`src/rtl/iiitb_seq_gen_pkg.sv`:
```
// Shared definitions for the iiitb_seq_gen serial pattern generator:
// FSM state encoding, the built-in default pattern and the repetition-count width.
package iiitb_seq_gen_pkg;

    typedef enum logic [1:0] {
        IDLE  = 2'd0,
        SHIFT = 2'd1,
        GAP   = 2'd2,
        DONE  = 2'd3
    } state_t;

    localparam int         REPS_W        = 4;
    localparam logic [3:0] DEFAULT_PAT_C = 4'b1001;

endpackage

```
`src/rtl/iiitb_seq_gen_piso.sv`:
```
// Parallel-in serial-out shift register: loads a WIDTH-bit word and presents it MSB first.
// Load has priority over shift; zeros are shifted in at the LSB.
module iiitb_seq_gen_piso #(
    parameter int WIDTH = 4
) (
    input  logic             clk,
    input  logic             reset,
    input  logic             load,
    input  logic             shift,
    input  logic [WIDTH-1:0] din,
    output logic             msb
);

    logic [WIDTH-1:0] data_r;

    // Shift register with synchronous clear, parallel load and left shift
    always_ff @(posedge clk) begin
        if (reset) begin
            data_r <= '0;
        end else if (load) begin
            data_r <= din;
        end else if (shift) begin
            data_r <= {data_r[WIDTH-2:0], 1'b0};
        end else begin
            data_r <= data_r;
        end
    end

    assign msb = data_r[WIDTH-1];

endmodule

```
`src/rtl/iiitb_seq_gen.sv`:
```
// Burst serial pattern generator: sends (reps+1) MSB-first copies of a pattern,
// optionally separated by one idle cycle, then pulses done. Moore outputs only.
module iiitb_seq_gen
    import iiitb_seq_gen_pkg::*;
#(
    parameter int               WIDTH       = 4,
    parameter logic [WIDTH-1:0] DEFAULT_PAT = WIDTH'(DEFAULT_PAT_C)
) (
    input  logic              clk,
    input  logic              reset,
    input  logic              start,
    input  logic              use_default,
    input  logic [WIDTH-1:0]  pattern,
    input  logic [REPS_W-1:0] reps,
    input  logic              gap_en,
    input  logic              abort,
    output logic              ready,
    output logic              dout,
    output logic              dout_valid,
    output logic              done
);

    localparam int               BIT_W    = (WIDTH > 1) ? $clog2(WIDTH) : 1;
    localparam logic [BIT_W-1:0] BIT_LAST = BIT_W'(WIDTH - 1);

    state_t            state_r;
    state_t            state_next_s;
    logic [WIDTH-1:0]  pat_r;
    logic [REPS_W-1:0] reps_r;
    logic              gap_r;
    logic [BIT_W-1:0]  bit_cnt_r;
    logic [BIT_W-1:0]  bit_cnt_next_s;
    logic [REPS_W-1:0] copy_cnt_r;
    logic [REPS_W-1:0] copy_cnt_next_s;
    logic              capture_s;
    logic              load_s;
    logic              shift_s;
    logic [WIDTH-1:0]  sel_pat_s;
    logic [WIDTH-1:0]  load_val_s;
    logic              msb_s;

    assign sel_pat_s = use_default ? DEFAULT_PAT : pattern;

    // Next-state, counter and shift-register control decode
    always_comb begin
        state_next_s    = state_r;
        bit_cnt_next_s  = bit_cnt_r;
        copy_cnt_next_s = copy_cnt_r;
        capture_s       = 1'b0;
        load_s          = 1'b0;
        shift_s         = 1'b0;
        load_val_s      = pat_r;
        case (state_r)
            IDLE: begin
                if (start && !abort) begin
                    state_next_s    = SHIFT;
                    capture_s       = 1'b1;
                    load_s          = 1'b1;
                    load_val_s      = sel_pat_s;
                    bit_cnt_next_s  = '0;
                    copy_cnt_next_s = '0;
                end else begin
                    state_next_s = IDLE;
                end
            end
            SHIFT: begin
                if (abort) begin
                    state_next_s    = IDLE;
                    bit_cnt_next_s  = '0;
                    copy_cnt_next_s = '0;
                end else if (bit_cnt_r == BIT_LAST) begin
                    bit_cnt_next_s = '0;
                    if (copy_cnt_r == reps_r) begin
                        state_next_s    = DONE;
                        copy_cnt_next_s = '0;
                    end else begin
                        // Reload now; during GAP the register holds while dout is masked
                        load_s          = 1'b1;
                        copy_cnt_next_s = copy_cnt_r + REPS_W'(1);
                        state_next_s    = gap_r ? GAP : SHIFT;
                    end
                end else begin
                    shift_s        = 1'b1;
                    bit_cnt_next_s = bit_cnt_r + BIT_W'(1);
                end
            end
            GAP: begin
                if (abort) begin
                    state_next_s    = IDLE;
                    bit_cnt_next_s  = '0;
                    copy_cnt_next_s = '0;
                end else begin
                    state_next_s = SHIFT;
                end
            end
            DONE: begin
                state_next_s = IDLE;
            end
            default: begin
                state_next_s    = IDLE;
                bit_cnt_next_s  = '0;
                copy_cnt_next_s = '0;
            end
        endcase
    end

    // State, progress counters and burst configuration captured at acceptance
    always_ff @(posedge clk) begin
        if (reset) begin
            state_r    <= IDLE;
            bit_cnt_r  <= '0;
            copy_cnt_r <= '0;
            pat_r      <= '0;
            reps_r     <= '0;
            gap_r      <= 1'b0;
        end else begin
            state_r    <= state_next_s;
            bit_cnt_r  <= bit_cnt_next_s;
            copy_cnt_r <= copy_cnt_next_s;
            if (capture_s) begin
                pat_r  <= sel_pat_s;
                reps_r <= reps;
                gap_r  <= gap_en;
            end else begin
                pat_r  <= pat_r;
                reps_r <= reps_r;
                gap_r  <= gap_r;
            end
        end
    end

    iiitb_seq_gen_piso #(
        .WIDTH (WIDTH)
    ) u_piso (
        .clk   (clk),
        .reset (reset),
        .load  (load_s),
        .shift (shift_s),
        .din   (load_val_s),
        .msb   (msb_s)
    );

    // Outputs depend only on registered state and the shift-register MSB
    assign ready      = (state_r == IDLE);
    assign dout_valid = (state_r == SHIFT);
    assign dout       = (state_r == SHIFT) & msb_s;
    assign done       = (state_r == DONE);

endmodule

```
`config.mk`:
```
export PLATFORM = sky130hd
export DESIGN_NAME = iiitb_seq_gen
export DESIGN_NICKNAME = d
export VERILOG_FILES = /design/src/rtl/iiitb_seq_gen_pkg.sv /design/src/rtl/iiitb_seq_gen_piso.sv /design/src/rtl/iiitb_seq_gen.sv
export SDC_FILE = /design/constraint.sdc
export NUM_CORES = 1
export LEC_CHECK = 0
export CAP_MARGIN = 20
export CORE_MARGIN = 2
export CORE_UTILIZATION = 40
export CTS_CLUSTER_SIZE = 24
export DETAILED_ROUTE_END_ITERATION = 10
export PLACE_DENSITY = 0.71
export REMOVE_ABC_BUFFERS = 1
export SYNTH_ARGS = -nofsm -noshare
export SYNTH_HDL_FRONTEND = slang
export SYNTH_SLANG_ARGS = --single-unit
```
`constraint.sdc`:
```
create_clock -name clk -period 4.3 [get_ports clk]
set_input_delay 0.43 -clock clk [delete_from_list [all_inputs] [get_ports clk]]
set_output_delay 0.43 -clock clk [all_outputs]
set_load 0.005 [all_outputs]
```
Word level (Yosys, flattened, before mapping). Index checks and enable logic that the tools add are counted.

Word-level logic and storage cells: 57. Register bits after elaboration: 21. Output and inout bits: 4. Input bits: 14.

Equal/unequal tests: 8. Bitwise gates (word level): 1. $add $sub $neg: 2. Multiplexer cells: 32. Reductions and logical operators: 7.

Operator list (count): 2-to-1 mux 4 bit (10); 2-to-1 mux 2 bit (8); case mux 4 bit (3 select lines) (1); 2-to-1 mux 1 bit (10); case mux 2 bit (4 select lines) (1); == test 2 bit (second input constant) (3); case mux 2 bit (3 select lines) (1); adder 4 x 1 -> 4 bit (second input constant) (1); == test 4 bit (1); AND reduction 4 bit (1); != test 3 x 2 -> 1 bit (second input constant) (1); AND reduction 3 bit (1); nonzero test 3 bit (1); adder 2 x 1 -> 2 bit (second input constant) (1); == test 2 x 1 -> 1 bit (second input constant) (1); logical NOT 2 bit (1); != test 2 x 1 -> 1 bit (second input constant) (1); != test 2 bit (second input constant) (1); case mux 1 bit (2 select lines) (1); nonzero test 2 bit (1); AND 1 bit (1); logical AND 1 bit (1); logical NOT 1 bit (1).

Depth between registers and ports, before layout.
Depth after elaboration: 6. Depth in mapped cells: 6. Mapped depth without buffers: 5.

Cells and area by module. Synthesis repeated with hierarchy kept, for this count alone.

Cells, all modules: 120. Area total of the unflattened synthesis: 1074.8 µm².

Modules (own cells, without submodules): iiitb_seq_gen (sequential area each 340.3 µm², times used 1, area each 902.1 µm², cells each 103); iiitb_seq_gen_piso (sequential area each 80.1 µm², times used 1, area each 172.7 µm², cells each 17).

Worst setup path after synthesis. No wires, ideal clock.

Kind: input to register. Start: in abort. End: reg copy_cnt_r[1]. Data required time: 4.233 ns. Arrival: 1.787 ns. Setup time: 0.067 ns. Path buffers: 2. Path slack: 2.446 ns. Stages on the path: 6. Path through: buf_6 > or4b_4 > buf_6 > o211a_2 > or3_4 > a21oi_2.

Cells in the longest elaborated chain, start to end: 4. Elaborated cells on any way between the ends: 8. Classes of those cells: eq/ne: 3; mux: 2; reduce/logical: 3.

Ends and longest elaborated chain: start: declaration (RTL line iiitb_seq_gen.sv:16) `input logic abort,`; logical NOT 1 bit (RTL line iiitb_seq_gen.sv:55) `if (start && !abort) begin`; logical AND 1 bit (RTL line iiitb_seq_gen.sv:55); != test 2 x 1 -> 1 bit (no source line); AND reduction 4 bit (no source line); end signal: assignment (RTL line iiitb_seq_gen.sv:119) `copy_cnt_r <= copy_cnt_next_s;`; end: declaration (RTL line iiitb_seq_gen.sv:33) `logic [REPS_W-1:0] copy_cnt_r;`.

Parallel ways exist; a longest one is shown, timed or not. A chain may end at the register's enable or synchronous reset.

Final worst setup path.
Start: reg state_r[1]. End: out dout.

Cells in the longest elaborated chain, start to end: 2.

Ends and longest elaborated chain: start: declaration (RTL line iiitb_seq_gen.sv:26) `state_t state_r;`; start signal: assignment (RTL line iiitb_seq_gen.sv:117) `state_r <= state_next_s;`; == test 2 x 1 -> 1 bit (RTL line iiitb_seq_gen.sv:146) `assign dout = (state_r == SHIFT) & msb_s;`; AND 1 bit (RTL line iiitb_seq_gen.sv:146); end: declaration (RTL line iiitb_seq_gen.sv:18) `output logic dout,`.

No other way between the ends.

==> results.yml <==
routing:
  first_pass_iters: 4
  drt_wl_total_um: 2240
  routed_via_density: 5.50
  wl_per_cell_um: 12.8
  drtAntennaViolNets: 0
  vias: 962
  route.detailed.drc: 0
  drt_iter0_markers: 23
sta:
  slew_headroom_pct: 47.1
  rsz0062_at_grt: "no"
  hold_viol_final: 0
  period_needed_ns: 2.20
  slew_viol_final: 0
  fin_crit_sh_pct: 51.2
  final-setup-viol-count: 0
  fmax_ghz: 0.454
  tightest_slew_ns: 0.791
  fin_skew_ns: 0.00665
  fin_tns_setup_ns: 0
worst_setup_path:
  worstSetupEndpointType: "output port"
  critPathMaxFanout: 13
  critPathKind: "flop to output port"
  worstPathRequired_ns: 3.87
  crit_chain: "nand2b_1, inv_1, and2_1, clkdlybuf4s50_1"
  critPathLaunchType: "flop"
  cp_num_buf_inv: 2
  cpMaxStageDelayCell: "dfxtp_1"
  crit_arrival_ns: 1.77
  worst_path_dominant_cell_family: "flip-flops"
  slowest_delay_ns: 0.61
power_and_ir_drop:
  p_leak_nw: 0.433
  power_density_nw_per_um2: 274
  vdd_drop_max_v: 0.000191
  finalPower_uw: 354
global_routing:
  track_usage_pct: 15.9
  grt_pass1_wl_um: 4090
  grt_pass1_vias: 916
  antenna_found_initial: 0
  grt_start_max_net_pins: 22
  grt_overflow: 0
cts:
  clockBufferDepth: 2
  cts_sinks: 21
  clk_pin_slew_ns: 0.11
  clk_latency_ns: 0.30
  cts_resized: 0
  cts_hold_buf: 0
  htreeDepth: 1
  root_buffer: "clkbuf_4"
  cts_tree: "done"
  cts_made_buffers: 3
  postCtsSetupRepairBufs: 0
logic_synthesis:
  syn_avg_cell_area_sq_um: 8.37
  yosys_register_bits: 21
  synth_cells: 132
  synth_edf_count: 0
  synth_area_sq_um: 1100
  ys_seq_area_share_pct: 38.1
  dominantRegCellSynth: "dfxtp_1"
  synthArstFlopShare_pct: 0
  synth_cell_types: 42
  yosys_warnings: 0
floorplan:
  std_cell_rows: 19
  initial_core_util_pct: 41.1
  die_area_sq_um: 3200
  io_pins: 18
  core-area_sq_um: 2690
  die-width_um: 56.6
  dieHeight_um: 56.6
placement:
  hpwlAfterDp_um: 1650
  port-buffer-count: 17
  globalplace.congestion: 0.774
layout:
  fillers: 271
  area_growth_pct: 16.9
  drive_gt1_share_pct: 8.33
  num_antenna_cells: 0
  final_nets: 161
run:
  maxCapViolations: 0
status:
  outcome: "completed"
min_path:
  hold_path_class: "flop to flop"
==> final timing paths <==
kind	from	to	slack, ns	cells past startpoint
setup / recovery	state_r[1]	dout	2.10	4
hold / removal	pat_r[2]	pat_r[2]	0.47	2
setup reg to reg	state_r[1]	copy_cnt_r[1]	2.36	4
hold reg to reg	pat_r[2]	pat_r[2]	0.47	2
==> layout by cell type (no fill, tap or decap), types with 2 or more instances in the layout <==
cell and n:
nor3_1 4, a31oi_1 2, a211oi_1 4, nand3b_1 3
nor2_1 11, and2_1 2, inv_1 4, o21ai_0 3
ha_1 2, or2_2 2, a21oi_1 13, clkdlybuf4s50_1 17
xnor2_1 4, nand2_1 19, nand2b_1 4, nand3_1 2
clkbuf_4 3, o211ai_1 2, dfxtp_1 21
==> routing by layer <==
layer,vias to the layer above,wire [um],track usage [%]
li1,496,-,-
met1,455,1020,20.1
met2,9,1160,26.6
met3,2,45,2.07
met4,0,18,7.14
met5,-,0,0
==> area by class of cell <==
cell class / count / area, sq um / share of cell area, %
multi-input cells: 98 / 619 / 48.0
flip-flops and latches: 21 / 420 / 32.6
repair buffers: 17 / 170 / 13.2
well taps: 31 / 38.8 / 3.00
clock buffers: 3 / 22.5 / 1.74
inverters: 4 / 15.0 / 1.16
clock inverters: 1 / 5.00 / 0.388
==> cell families after synthesis <==
| group | share of synthesized area, % |
|---|---|
| AO/OA/AOI/OAI | 21.1 |
| XOR/XNOR | 3.17 |
| adder cells (fa/ha/maj) | 2.26 |
| buffers and inverters | 5.89 |
| flip-flops | 38.1 |
| multiplexers | 0.906 |
| AND/OR/NAND/NOR | 28.7 |
==> tightest hold or removal path, delay by kind of cell, from the launching register on <==
kind / cells / cell delay, ns
simple gates: 1 / 0.05
flops: 1 / 0.33
compound gates: 1 / 0.05
==> flip-flops by register name, summed over array words and instances (netlist names) <==
signal         flops
pat_r              4
reps_r             4
copy_cnt_r         4
gap_r              1
state_r            2
bit_cnt_r          2
u_piso.data_r      4
==> power breakdown <==
group | leakage [nW] | internal (mW) | total (mW) | switching [mW]
logic | 0.244 | 0.0268 | 0.0521 | 0.0253
clock network | 0.0177 | 0.0347 | 0.0954 | 0.0607
registers | 0.171 | 0.202 | 0.207 | 0.00502
==> cell usage after synthesis, types with 2 or more instances <==
cell,count,area [sq um]
clkbuf_1,5,18.8
nand2b_1,4,25.0
a21oi_1,13,65.1
inv_1,4,15.0
a211oi_1,4,30.0
nor2_1,11,41.3
dfxtp_1,21,420
ha_1,2,25.0
nand3_1,2,10.0
or2_2,2,12.5
o211ai_1,2,15.0
and2_1,2,12.5
buf_6,2,22.5
a31oi_1,2,12.5
nand3b_1,3,22.5
nand2_1,19,71.3
xnor2_1,4,35.0
nor3_1,4,20.0
o21ai_0,3,15.0
==> stage by stage <==
step | instances | hold slack [ns] | area (sq um) | util, % | worst slack [ns]
floorplan | 123 | 0.426 | 1050 | - | 2.53
global placement | 171 | 0.443 | 1260 | 47.0 | 1.87
detailed placement | 171 | 0.445 | 1260 | 47.0 | 1.83
CTS | 175 | 0.466 | 1290 | 48.1 | 2.08
global route | 175 | 0.481 | 1290 | 48.1 | 1.99
finish | 175 | 0.466 | 1290 | 48.1 | 2.10
Power figures use the tool's default switching activity.
